`config.mk`:
```
export PLATFORM = sky130hd
export DESIGN_NAME = uart_boot_loader
export DESIGN_NICKNAME = d
export VERILOG_FILES = /design/src/rtl/uart_boot_loader.sv
export SDC_FILE = /design/constraint.sdc
export NUM_CORES = 1
export LEC_CHECK = 0
export ABC_CLOCK_PERIOD_IN_PS = 3600
export BUFFER_PORTS_ARGS = -buffer_cell sky130_fd_sc_hd__buf_2
export CAP_MARGIN = 20
export CORE_MARGIN = 10
export CORE_UTILIZATION = 60
export DETAILED_ROUTE_END_ITERATION = 10
export GPL_TIMING_DRIVEN = 0
export PLACE_DENSITY = 0.8
export SKIP_CTS_REPAIR_TIMING = 1
export SLEW_MARGIN = 15
export SYNTH_ARGS = -nofsm -noshare
export SYNTH_HDL_FRONTEND = slang
export SYNTH_SLANG_ARGS = --single-unit
```
`constraint.sdc`:
```
create_clock -name CLK100MHZ -period 3.6 [get_ports CLK100MHZ]
set_input_delay 0.72 -clock CLK100MHZ [delete_from_list [all_inputs] [get_ports CLK100MHZ]]
set_output_delay 0.72 -clock CLK100MHZ [all_outputs]
set_load 0.005 [all_outputs]
```
`src/rtl/uart_boot_loader.sv`:
```
// UART boot loader: receives a length-prefixed program image and writes it word-by-word into instruction memory.
// Optional `BOOT_CHECKSUM_EN adds a trailing 8-bit sum over the data bytes that must match before the cpu is released.
module uart_boot_loader #(
  parameter int CLKS_PER_BIT = 868,
  parameter int ADDR_WIDTH   = 12,
  parameter int TIMEOUT_CLKS = 10000000
) (
  input  logic                  CLK100MHZ,
  input  logic                  CPU_RESETN,
  input  logic                  uart_txd_in,
  output logic                  mem_we,
  output logic [ADDR_WIDTH-1:0] mem_addr,
  output logic [31:0]           mem_wdata,
  output logic                  cpu_run,
  output logic                  boot_err,
  output logic                  frame_err,
  output logic [ADDR_WIDTH:0]   words_loaded
);

  localparam int CNT_W = $clog2(CLKS_PER_BIT + 1);
  localparam int TO_W  = $clog2(TIMEOUT_CLKS + 1);
  localparam logic [CNT_W-1:0] BIT_LAST  = CNT_W'(CLKS_PER_BIT - 1);
  localparam logic [CNT_W-1:0] HALF_LAST = CNT_W'(CLKS_PER_BIT / 2 - 1);
  localparam logic [TO_W-1:0]  TO_LAST   = TO_W'(TIMEOUT_CLKS - 1);
  localparam logic [16:0]      MAX_LEN   = 17'(2 ** ADDR_WIDTH);
  localparam logic [7:0]       SYNC_BYTE = 8'hA5;

  typedef enum logic [1:0] {RX_IDLE, RX_START, RX_DATA, RX_STOP} rx_state_t;

  typedef enum logic [2:0] {
    S_SYNC,
    S_LEN0,
    S_LEN1,
    S_DATA,
`ifdef BOOT_CHECKSUM_EN
    S_CSUM,
`endif
    S_DONE,
    S_ERR
  } state_t;

  rx_state_t        r_rx_state;
  logic             r_rx_meta;
  logic             r_rx_sync;
  logic             r_rx_prev;
  logic [CNT_W-1:0] r_bit_cnt;
  logic [2:0]       r_bit_idx;
  logic [7:0]       r_shift;
  logic             r_rx_valid;
  logic [7:0]       r_rx_byte;

  state_t           r_state;
  logic [15:0]      r_len;
  logic [1:0]       r_byte_cnt;
  logic [23:0]      r_word;
  logic [TO_W-1:0]  r_to_cnt;
`ifdef BOOT_CHECKSUM_EN
  logic [7:0]       r_csum;
`endif

  logic             w_to_active;
  logic             w_timeout;
  logic [15:0]      w_len_full;
  logic             w_last_word;

  // ---------------- RX front end ----------------
  always_ff @(posedge CLK100MHZ or negedge CPU_RESETN) begin
    if (!CPU_RESETN) begin
      // NOTE: synchronizer flops reset to the idle-high line level so reset release is not seen as a start edge.
      r_rx_meta  <= 1'b1;
      r_rx_sync  <= 1'b1;
      r_rx_prev  <= 1'b1;
      r_rx_state <= RX_IDLE;
      r_bit_cnt  <= '0;
      r_bit_idx  <= '0;
      r_shift    <= '0;
      r_rx_valid <= 1'b0;
      r_rx_byte  <= '0;
      frame_err  <= 1'b0;
    end else begin
      // NOTE: non-blocking assignments throughout, so every register here sees the pre-edge value of the others.
      r_rx_meta  <= uart_txd_in;
      r_rx_sync  <= r_rx_meta;
      r_rx_prev  <= r_rx_sync;
      r_rx_valid <= 1'b0;
      if (w_timeout) begin
        r_rx_state <= RX_IDLE;
      end else begin
        case (r_rx_state)
          RX_IDLE: begin
            if (r_rx_prev && !r_rx_sync) begin
              r_bit_cnt  <= '0;
              r_rx_state <= RX_START;
            end
          end
          RX_START: begin
            if (r_bit_cnt == HALF_LAST) begin
              r_bit_cnt  <= '0;
              r_bit_idx  <= '0;
              r_rx_state <= r_rx_sync ? RX_IDLE : RX_DATA;
            end else begin
              r_bit_cnt <= r_bit_cnt + 1'b1;
            end
          end
          RX_DATA: begin
            if (r_bit_cnt == BIT_LAST) begin
              r_bit_cnt <= '0;
              r_shift   <= {r_rx_sync, r_shift[7:1]};
              r_bit_idx <= r_bit_idx + 1'b1;
              if (r_bit_idx == 3'd7) r_rx_state <= RX_STOP;
            end else begin
              r_bit_cnt <= r_bit_cnt + 1'b1;
            end
          end
          RX_STOP: begin
            if (r_bit_cnt == BIT_LAST) begin
              r_bit_cnt  <= '0;
              r_rx_state <= RX_IDLE;
              if (r_rx_sync) begin
                r_rx_valid <= 1'b1;
                r_rx_byte  <= r_shift;
              end else begin
                frame_err <= 1'b1;
              end
            end else begin
              r_bit_cnt <= r_bit_cnt + 1'b1;
            end
          end
          default: r_rx_state <= RX_IDLE;
        endcase
      end
    end
  end

  // ---------------- inter-byte timeout ----------------
`ifdef BOOT_CHECKSUM_EN
  assign w_to_active = (r_state == S_LEN0) || (r_state == S_LEN1) ||
                       (r_state == S_DATA) || (r_state == S_CSUM);
`else
  assign w_to_active = (r_state == S_LEN0) || (r_state == S_LEN1) ||
                       (r_state == S_DATA);
`endif
  // A byte arriving on the expiry cycle wins over the timeout.
  assign w_timeout = w_to_active && !r_rx_valid && (r_to_cnt == TO_LAST);

  always_ff @(posedge CLK100MHZ or negedge CPU_RESETN) begin
    if (!CPU_RESETN) begin
      r_to_cnt <= '0;
    end else if (r_rx_valid || !w_to_active) begin
      r_to_cnt <= '0;
    end else if (!w_timeout) begin
      r_to_cnt <= r_to_cnt + 1'b1;
    end
  end

  // ---------------- protocol FSM ----------------
  assign w_len_full  = {r_rx_byte, r_len[7:0]};
  assign w_last_word = (17'(words_loaded) + 17'd1) == {1'b0, r_len};

  always_ff @(posedge CLK100MHZ or negedge CPU_RESETN) begin
    if (!CPU_RESETN) begin
      r_state      <= S_SYNC;
      r_len        <= '0;
      r_byte_cnt   <= '0;
      r_word       <= '0;
`ifdef BOOT_CHECKSUM_EN
      r_csum       <= '0;
`endif
      mem_we       <= 1'b0;
      mem_addr     <= '0;
      mem_wdata    <= '0;
      cpu_run      <= 1'b0;
      boot_err     <= 1'b0;
      words_loaded <= '0;
    end else begin
      mem_we <= 1'b0;
      if (w_timeout) begin
        r_state  <= S_ERR;
        boot_err <= 1'b1;
        cpu_run  <= 1'b0;
      end else if (r_rx_valid) begin
        case (r_state)
          S_SYNC: begin
            if (r_rx_byte == SYNC_BYTE) r_state <= S_LEN0;
          end
          S_LEN0: begin
            r_len[7:0] <= r_rx_byte;
            r_state    <= S_LEN1;
          end
          S_LEN1: begin
            r_len[15:8] <= r_rx_byte;
            r_byte_cnt  <= '0;
            if ({1'b0, w_len_full} > MAX_LEN) begin
              r_state  <= S_ERR;
              boot_err <= 1'b1;
            end else if (w_len_full == 16'd0) begin
`ifdef BOOT_CHECKSUM_EN
              r_state <= S_CSUM;
`else
              r_state <= S_DONE;
              cpu_run <= 1'b1;
`endif
            end else begin
              r_state <= S_DATA;
            end
          end
          S_DATA: begin
            // Little-endian: earliest byte ends up in the low lane.
            r_word     <= {r_rx_byte, r_word[23:8]};
            r_byte_cnt <= r_byte_cnt + 1'b1;
`ifdef BOOT_CHECKSUM_EN
            r_csum     <= r_csum + r_rx_byte;
`endif
            if (r_byte_cnt == 2'd3) begin
              mem_we       <= 1'b1;
              mem_addr     <= words_loaded[ADDR_WIDTH-1:0];
              mem_wdata    <= {r_rx_byte, r_word};
              words_loaded <= words_loaded + 1'b1;
              if (w_last_word) begin
`ifdef BOOT_CHECKSUM_EN
                r_state <= S_CSUM;
`else
                r_state <= S_DONE;
                cpu_run <= 1'b1;
`endif
              end
            end
          end
`ifdef BOOT_CHECKSUM_EN
          S_CSUM: begin
            if (r_rx_byte == r_csum) begin
              r_state <= S_DONE;
              cpu_run <= 1'b1;
            end else begin
              r_state  <= S_ERR;
              boot_err <= 1'b1;
            end
          end
`endif
          default: ;
        endcase
      end
    end
  end

endmodule

```
==> results of run 1 <==
## through the flow
stage / hold slack [ns] / area (sq um) / setup TNS [ns] / cells
3_5_place_dp: 0.3468 / 8043 / 0 / 943
4_1_cts: 0.3088 / 8607 / 0 / 975
2_1_floorplan: 0.3452 / 7480 / 0 / 711
3_3_place_gp: 0.3457 / 8005 / -76.83 / 942
5_1_grt: 0.3291 / 8607 / 0 / 975
6_report: 0.2822 / 8607 / 0 / 975
## kinds of logic (layout without fill, tap and decap cells)
kind of cell / Yosys count / count (layout) / synth area share (%)
AND/OR/NAND/NOR: 320 / 320 / 20.54
adder cells (fa/ha/maj): 7 / 7 / 1.171
flip-flops: 165 / 165 / 55.25
AO/OA/AOI/OAI: 62 / 62 / 5.286
buffers and inverters: 46 / 142 / 2.593
multiplexers: 61 / 61 / 9.117
XOR/XNOR: 50 / 50 / 6.039
## final cells by class
| type | instances | area (sq um) | area share (%) |
|---|---|---|---|
| Sequential cell | 165 | 4133 | 48.02 |
| Inverter | 11 | 41.29 | 0.4797 |
| Clock inverter | 11 | 103.9 | 1.207 |
| Clock buffer | 21 | 460.4 | 5.350 |
| Tap cell | 168 | 210.2 | 2.442 |
| Buffer | 35 | 152.6 | 1.774 |
| Timing Repair Buffer | 64 | 352.8 | 4.099 |
| Multi-Input combinational cell | 500 | 3153 | 36.63 |
## routing by layer
layer | track usage [%] | vias to the layer above | wire length [microns]
met2 | 31.01 | 133 | 7893
met4 | 7.108 | 0 | 284
li1 | - | 2601 | -
met5 | 0 | - | 0
met1 | 24.46 | 2721 | 7175
met3 | 4.649 | 30 | 675
## Yosys cell counts, types with 5 or more instances
cell	number
inv_1	10
and3_1	16
dfrtp_1	162
nand2b_1	5
clkbuf_1	19
xnor2_1	18
mux2_2	57
nand3_1	17
nor3_1	15
nand4_1	13
nor4_1	12
xor2_1	31
a21oi_1	7
a31oi_1	6
ha_1	7
buf_2	12
nor2_1	50
o21ai_0	24
nand2_1	155
nor2b_1	6
## power by group through the flow
| stage | registers (mW) | clock network (mW) | logic (mW) |
|---|---|---|---|
| 4_1_cts | 1.90 | 1.74 | 0.262 |
| 2_1_floorplan | 1.93 | 0 | 0.174 |
| 3_5_place_dp | 1.93 | 0 | 0.261 |
| 6_report | 1.90 | 1.72 | 0.259 |
| 5_1_grt | 1.90 | 1.83 | 0.299 |
| 3_3_place_gp | 1.93 | 0 | 0.243 |
## worst paths after layout
kind / end / slack [ns] / depth (start not counted)
max: r_state[2] / 0.92 / 8
min reg2reg: r_rx_sync / 0.36 / 0
max reg2reg: r_state[2] / 0.92 / 8
min: mem_wdata[4] / 0.28 / 1
max in group asynchronous: r_to_cnt[8] / 2.52 / 2
min in group CLK100MHZ: r_rx_sync / 0.36 / 0
## state kept, by name, indices dropped and copies added (netlist names), 8 cells and up
signal and count:
r_rx_byte 8, r_word 24, r_len 16, r_bit_cnt 10, r_to_cnt 24, words_loaded 13
mem_addr 12, r_shift 8, mem_wdata 32
==> results_dict.tcl, run 1 <==
set metrics [dict create \
    coreArea_sq_mm 0.01211 \
    postRouteAntennaNets 0 \
    hold_class "in -> async" \
    cp_slowest_stage_delay_ns 0.51 \
    setup_ws_ns 0.9174 \
    sw_frac_of_total_pct 23.87 \
    clk_pin_slew_ns 0.07 \
    synth.distinct_cells 60 \
    n_fill_cell 888 \
    fin_crit_sh_pct 74.52 \
    antenna_found_initial 0 \
    ys_seq_elements 165 \
    std_cell_rows 40 \
    cp.required_ns 3.91 \
    path_class "reg -> reg" \
    cp-end-kind "register" \
    final_cell_mix "dfrtp_1 (162), nand2_1 (155), buf_2 (74), mux2_2 (57), nor2_1 (50)" \
    final_core_util_pct 71.06 \
    synth.cell_area_sq_mm 0.007480 \
    total_power_mw 3.880 \
    ir_drop_v 0.0002301 \
    power_frac_seq_pct 48.9 \
    grtUsageTotal_pct 19.16 \
    routed_wl_microns 16030 \
    diodes 0 \
    synthesis.nets 721 \
    critPathLaunch "words_loaded[0]" \
    htreeDepth 4 \
    area_delta_synth_final_pct 15.07 \
    cpLargestDelayFamily "compound AO/OA/AOI/OAI gates" \
    grt_max_degree 87 \
    fp.dieArea_sq_mm 0.01733 \
    reg2reg_from "words_loaded[0]" \
    power_frac_clock_pct 44.4 \
    drt_iter0_drc 345 \
    pwr_density_cell_mw_per_mm2 450.9 \
    die_width_microns 131.7 \
    cap_viol_max_count 0 \
    setup.worst_path.start_class "register" \
    drt_first_pass_iters 5 \
    status "complete, no violations" \
    synth.top_cell.area_share_pct 54.20 \
    netlist_top_cells_area "dfrtp_1 (54%), mux2_2 (8.6%), nand2_1 (7.8%)" \
    final-setup-viol-count 0 \
    cts_tree "yes" \
    critPathSlowestCell "o311ai_1" \
    num_io_pins 64 \
    synth_edf_count 0 \
    wl_per_cell_microns 16.44 \
    cp_common_cell "o311ai_1" \
    p_leak_nw 4.422 \
    avgSynthCellArea_sq_um 10.52 \
    via_per_inst 5.626 \
    dp_slack_ns 1.035 \
    slew_violations 0 \
    cp_cell_sequence "ha_1, nand3_1, clkbuf_1, nand2_1, nor3b_1, o311ai_1, o311ai_1, a211o_1" \
    switchingPower_uw 926.4 \
    drc_errors 0 \
    yosysTopAreaCell "dfrtp_1" \
    crit_fanout 10 \
    synth_warnings 0 \
    clk_latency_ns 0.43 \
    io_buffers 63 \
    clockBufferDepth 2 \
    async_flop_share_pct 100.0 \
    vias 5485 \
    rsz0062_at_grt "false" \
    hold_viol 0 \
    start_util_pct 61.76 \
    combPwrFrac_pct 6.7 \
    dp_hpwl_microns 11430 \
    crit_buf_inv 1 \
    internal_power_mw 2.954 \
    maxSlewHeadroom_pct 46.51 \
    drive_above_1_share_pct 22.43 \
    worst-endpoint-arrival_ns 2.99 \
    fmax_mhz 372.8 \
    grt_pass1_vias 5638 \
    fp.dieH_microns 131.7 \
    nNetsFinal 804 \
    cts_buffers 17 \
    synthFlopType "dfrtp_1" \
    period_minus_slack_ns 2.683 \
    ys_seq_area_share_pct 55.25 \
    tightest_slew_ns 0.7994 \
    syn_inst 711 \
    routabilityCongestion 0.8711 \
    layout_commonest_cell "dfrtp_1" \
    cts_sinks 165 \
    grt_overflow 0 \
    fin_skew_ns 0.008394 \
    grt_pass1_wl_microns 27800 \
    root_buffer "clkbuf_16" \
]
Note: power is estimated with default switching activity, not from simulation.
==> run 2, diff against run 1 <==
- ABC_CLOCK_PERIOD_IN_PS: 3600 -> 2280
- CORE_UTILIZATION: 60 -> 54
- PLACE_DENSITY: 0.8 -> 0.76
- clock period: 3.6 -> 2.28 ns (I/O delays scaled with it)
==> run 2 against run 1 <==
- the run now ends with hold timing, setup timing left
- cell area rose by 3.9%
- die area rose by 9.4%
- via count rose by 3.8%
- largest power group is now clock
- sequential share of layout area fell by 1.8 points
- clock power rose by 76%
- highest routed layer unchanged
- critical path type unchanged
- sequential cell count did not move
- clock-buffer cell count fell by 3
- core utilization fell by 4.3 points
- maximum frequency rose by 17%
- routed wire length rose by 4.2%
- first-iteration DRC count rose by 37%
==> results_dict.tcl, run 2 (same netlist as run 1, synthesis figures left out) <==
set metrics [dict create \
    start_util_pct 55.82 \
    via_per_inst 5.685 \
    grtUsageTotal_pct 17.78 \
    drt_iter0_drc 474 \
    final_core_util_pct 66.76 \
    clk_latency_ns 0.44 \
    grt_max_degree 93 \
    reg2reg_from "words_loaded[0]" \
    tightest_slew_ns 0.7449 \
    fmax_mhz 436.5 \
    fin_skew_ns 0.008786 \
    crit_fanout 10 \
    largest_reg_flops 32 \
    top_regs "mem_wdata (32), r_to_cnt (24), r_word (24)" \
    setup.worst_path.start_class "register" \
    largest_register "mem_wdata" \
    routed_wl_microns 16710 \
    final-setup-viol-count 2 \
    hold_viol 21 \
    cts_sinks 165 \
    std_cell_rows 42 \
    postRouteAntennaNets 0 \
    io_buffers 63 \
    vias 5691 \
    period_minus_slack_ns 2.291 \
    pwr_density_cell_mw_per_mm2 729.1 \
    clk_pin_slew_ns 0.07 \
    wl_per_cell_microns 16.69 \
    total_power_mw 6.522 \
    grt_pass1_vias 5524 \
    cp-end-kind "register" \
    grt_overflow 0 \
    diodes 0 \
    dp_slack_ns -0.3048 \
    cts_tree "yes" \
    area_delta_synth_final_pct 19.61 \
    antenna_found_initial 0 \
    drt_first_pass_iters 5 \
    routabilityCongestion 0.8822 \
    n_fill_cell 1006 \
    drive_above_1_share_pct 26.67 \
    num_io_pins 64 \
    critPathLaunch "words_loaded[0]" \
    fin_cells 1001 \
    cp.required_ns 2.58 \
    cts_buffers 17 \
    p_leak_nw 4.614 \
    rsz0062_at_grt "true" \
    final_cell_mix "dfrtp_1 (159), nand2_1 (154), buf_2 (73), mux2_2 (57), nor2_1 (49)" \
    fp.dieArea_sq_mm 0.01896 \
    coreArea_sq_mm 0.01340 \
    status "complete, but fails checks" \
    maxSlewHeadroom_pct 50.16 \
    setup_ws_ns -0.01099 \
    ir_drop_v 0.0004759 \
    grt_pass1_wl_microns 27130 \
    cap_viol_max_count 0 \
    layout_commonest_cell "dfrtp_1" \
    whs_ns -0.03080 \
    nNetsFinal 822 \
    clockBufferDepth 2 \
    dp.cells 951 \
    fin_crit_sh_pct 100.5 \
    drc_errors 0 \
    dp_hpwl_microns 11290 \
    die_width_microns 137.7 \
    slew_violations 0 \
    hold_class "in -> async" \
    fp.dieH_microns 137.7 \
    violations "hold timing, setup timing" \
    worst-endpoint-arrival_ns 2.59 \
    path_class "reg -> reg" \
    root_buffer "clkbuf_16" \
    htreeDepth 4 \
]
-- run 2: changes by cell type in the layout (fill, tap and decap cells not counted), moves of 3 or more --
cell / change
buf_4: +17
clkbuf_1: -3
dfrtp_1: -3
o21ai_0: -3
inv_6: +5
dfrtp_2: +3
-- run 2: worst paths after layout --
check / to / slack [ns] / depth (start not counted)
max: r_state[0] / -0.01 / 8
min: mem_wdata[4] / -0.03 / 1
max reg2reg: r_state[0] / -0.01 / 8
min reg2reg: r_rx_sync / 0.36 / 0
max in group asynchronous: r_rx_meta / 1.45 / 2
min in group CLK100MHZ: r_rx_meta / 0.12 / 1
-- run 2: per-layer routing --
layer	vias to the layer above	global-route usage, %	wire length [microns]
met3	24	4.516	1028
li1	2657	-	-
met5	-	0	0
met4	0	6.373	227
met1	2858	22.46	7152
met2	152	29.03	8302
-- run 2: layout make-up --
cell class / count / area, sq um / share of cell area [%]
flip-flops and latches: 165 / 4136 / 46.24
multi-input cells: 500 / 3247 / 36.29
repair buffers: 83 / 518.0 / 5.790
clock buffers: 18 / 439.2 / 4.909
well taps: 176 / 220.2 / 2.462
clock inverters: 14 / 187.7 / 2.098
plain buffers: 34 / 156.4 / 1.748
inverters: 11 / 41.29 / 0.4615
-- run 2: critical path: stages, from the launching register on --
cell and delay (ns):
dfrtp_2 0.41, ha_2 0.23, nand3_1 0.11, buf_2 0.20, or3b_2 0.46, o32ai_1 0.16, a21oi_2 0.11, o311ai_2 0.36
a21oi_1 0.12
-- run 2: power by group --
part           total (mW)  leakage, nW  internal, mW  switching, mW
Combinational       0.496         2.02         0.188          0.308
Clock                3.03        0.310          1.79           1.25
Sequential           2.99         2.29          2.97         0.0279
-- run 2: through the flow --
step	area (sq um)	setup TNS, ns	hold WS, ns
2_1_floorplan	7480	0	0.1604
3_3_place_gp	8015	-256.94	0.3464
3_5_place_dp	8053	-3.848	0.3479
4_1_cts	8680	-4.826	-0.01487
5_1_grt	8946	-0.7061	0.01677
6_report	8946	-0.01189	-0.03080
==> run 3, diff against run 2 <==
- BUFFER_PORTS_ARGS: -buffer_cell sky130_fd_sc_hd__buf_2 -> -buffer_cell sky130_fd_sc_hd__buf_4
- REMOVE_ABC_BUFFERS: default -> 1
==> run 3 against run 2 <==
- the run ends with hold timing left
- critical path depth unchanged
- clock skew down 0.00059 ns
- maximum frequency rose by 4.1%
- largest cell class unchanged
==> results_dict.tcl, run 3 (same netlist as run 1, synthesis figures left out) <==
set metrics [dict create \
    htreeDepth 4 \
    cp.required_ns 2.58 \
    power_frac_clock_pct 47.1 \
    std_cell_rows 42 \
    grtUsageTotal_pct 17.02 \
    path_class "reg -> reg" \
    reg2reg_from "words_loaded[0]" \
    maxSlewHeadroom_pct 53.78 \
    postRouteAntennaNets 0 \
    clk_latency_ns 0.43 \
    cp-end-kind "register" \
    via_per_inst 5.624 \
    dp_hpwl_microns 10630 \
    cap_viol_max_count 0 \
    fmax_mhz 454.2 \
    root_buffer "clkbuf_16" \
    fp.dieArea_sq_mm 0.01896 \
    reg2regPathDepth 8 \
    dp.cells 921 \
    grt_max_degree 87 \
    crit_fanout 8 \
    r2r_setup_slack_ns 0.08 \
    p_leak_nw 4.548 \
    dp_slack_ns -0.5151 \
    grt_pass1_wl_microns 26160 \
    final-setup-viol-count 0 \
    fin_tns_setup_ns 0 \
    io_buffers 63 \
    fin_cells 981 \
    hold_class "in -> async" \
    nNetsFinal 802 \
    num_io_pins 64 \
    slew_violations 0 \
    setup_ws_ns 0.07855 \
    tightest_slew_ns 0.6907 \
    switchingPower_mw 1.517 \
    grt_overflow 0 \
    top_regs "mem_wdata (32), r_to_cnt (24), r_word (24)" \
    cts_sinks 165 \
    fp.dieH_microns 137.7 \
    fin_skew_ns 0.008197 \
    combPwrFrac_pct 6.1 \
    clk_pin_slew_ns 0.07 \
    cts_buffers 17 \
    timing.rr.end "r_state[0]" \
    diodes 0 \
    antenna_found_initial 0 \
    routed_wl_microns 16420 \
    internal_power_mw 4.965 \
    vias 5517 \
    die_width_microns 137.7 \
    drc_errors 0 \
    largest_register "mem_wdata" \
    wl_per_cell_microns 16.74 \
    final_cell_mix "dfrtp_1 (157), nand2_1 (155), buf_4 (89), mux2_2 (57), nor2_1 (49)" \
    cts_tree "yes" \
    layout_commonest_cell "dfrtp_1" \
    sw_frac_of_total_pct 23.41 \
    fin_crit_sh_pct 96.55 \
    drive_above_1_share_pct 27.70 \
    largest_reg_flops 32 \
    hold_viol 9 \
    area_delta_synth_final_pct 22.01 \
    drt_first_pass_iters 6 \
    worst-endpoint-arrival_ns 2.50 \
    status "complete, but fails checks" \
    whs_ns -0.004357 \
    clockBufferDepth 2 \
    start_util_pct 55.82 \
    n_fill_cell 930 \
    pwr_density_cell_mw_per_mm2 710.2 \
    drt_iter0_drc 468 \
    period_minus_slack_ns 2.201 \
    setup.worst_path.start_class "register" \
    routabilityCongestion 0.8523 \
    coreArea_sq_mm 0.01340 \
    violations "hold timing" \
    power_frac_seq_pct 46.8 \
    grt_pass1_vias 5364 \
    total_power_mw 6.482 \
    ir_drop_v 0.0004623 \
]
==> run 3: per-stage QoR <==
step	utilization [%]	area, sq um
2_1_floorplan	-	7327
3_3_place_gp	59.85	8020
3_5_place_dp	60.69	8133
4_1_cts	65.39	8762
5_1_grt	68.10	9126
6_report	68.10	9126
==> run 3: power by group through the flow <==
stage	registers [mW]	clock network (mW)	logic [mW]
global placement	3.08	0	0.314
finish	3.04	3.05	0.394
global route	3.04	3.23	0.460
floorplan	3.07	0	0.214
detailed placement	3.09	0	0.339
CTS	3.03	3.10	0.340
==> run 3: layer usage <==
layer	global-route usage, %	up-vias	part of all wire (%)
li1	-	2598	-
met1	21.55	2753	43
met2	27.75	142	50
met3	4.479	24	5.6
met4	5.736	0	1.4
met5	0	-	0
==> run 3: final cells by class <==
type / instances / area, sq um / area share, %
Sequential cell: 165 / 4139 / 45.35
Multi-Input combinational cell: 501 / 3289 / 36.04
Timing Repair Buffer: 96 / 803.3 / 8.802
Clock buffer: 18 / 429.2 / 4.703
Tap cell: 176 / 220.2 / 2.413
Clock inverter: 14 / 200.2 / 2.194
Inverter: 11 / 45.04 / 0.4936
==> run 3: worst max path at each step <==
stage | startpoint | to | slack [ns] | depth (start not counted)
floorplan | r_state[0] | words_loaded[2] | -1.10 | 5
global placement | r_state[0] | words_loaded[2] | -2.47 | 5
detailed placement | r_state[2] | r_bit_cnt[6] | -0.52 | 6
CTS | r_state[2] | r_bit_cnt[6] | -0.56 | 6
global route | words_loaded[0] | r_state[0] | -0.03 | 8
finish | words_loaded[0] | r_state[0] | 0.08 | 8
==> run 3: critical path, cell delays in order (launching register included) <==
cell      delay, ns
dfrtp_2        0.47
nand4_1        0.12
buf_4          0.19
buf_4          0.14
nor4_1         0.34
xnor2_1        0.18
o311ai_2       0.19
o311ai_2       0.33
a21oi_1        0.11
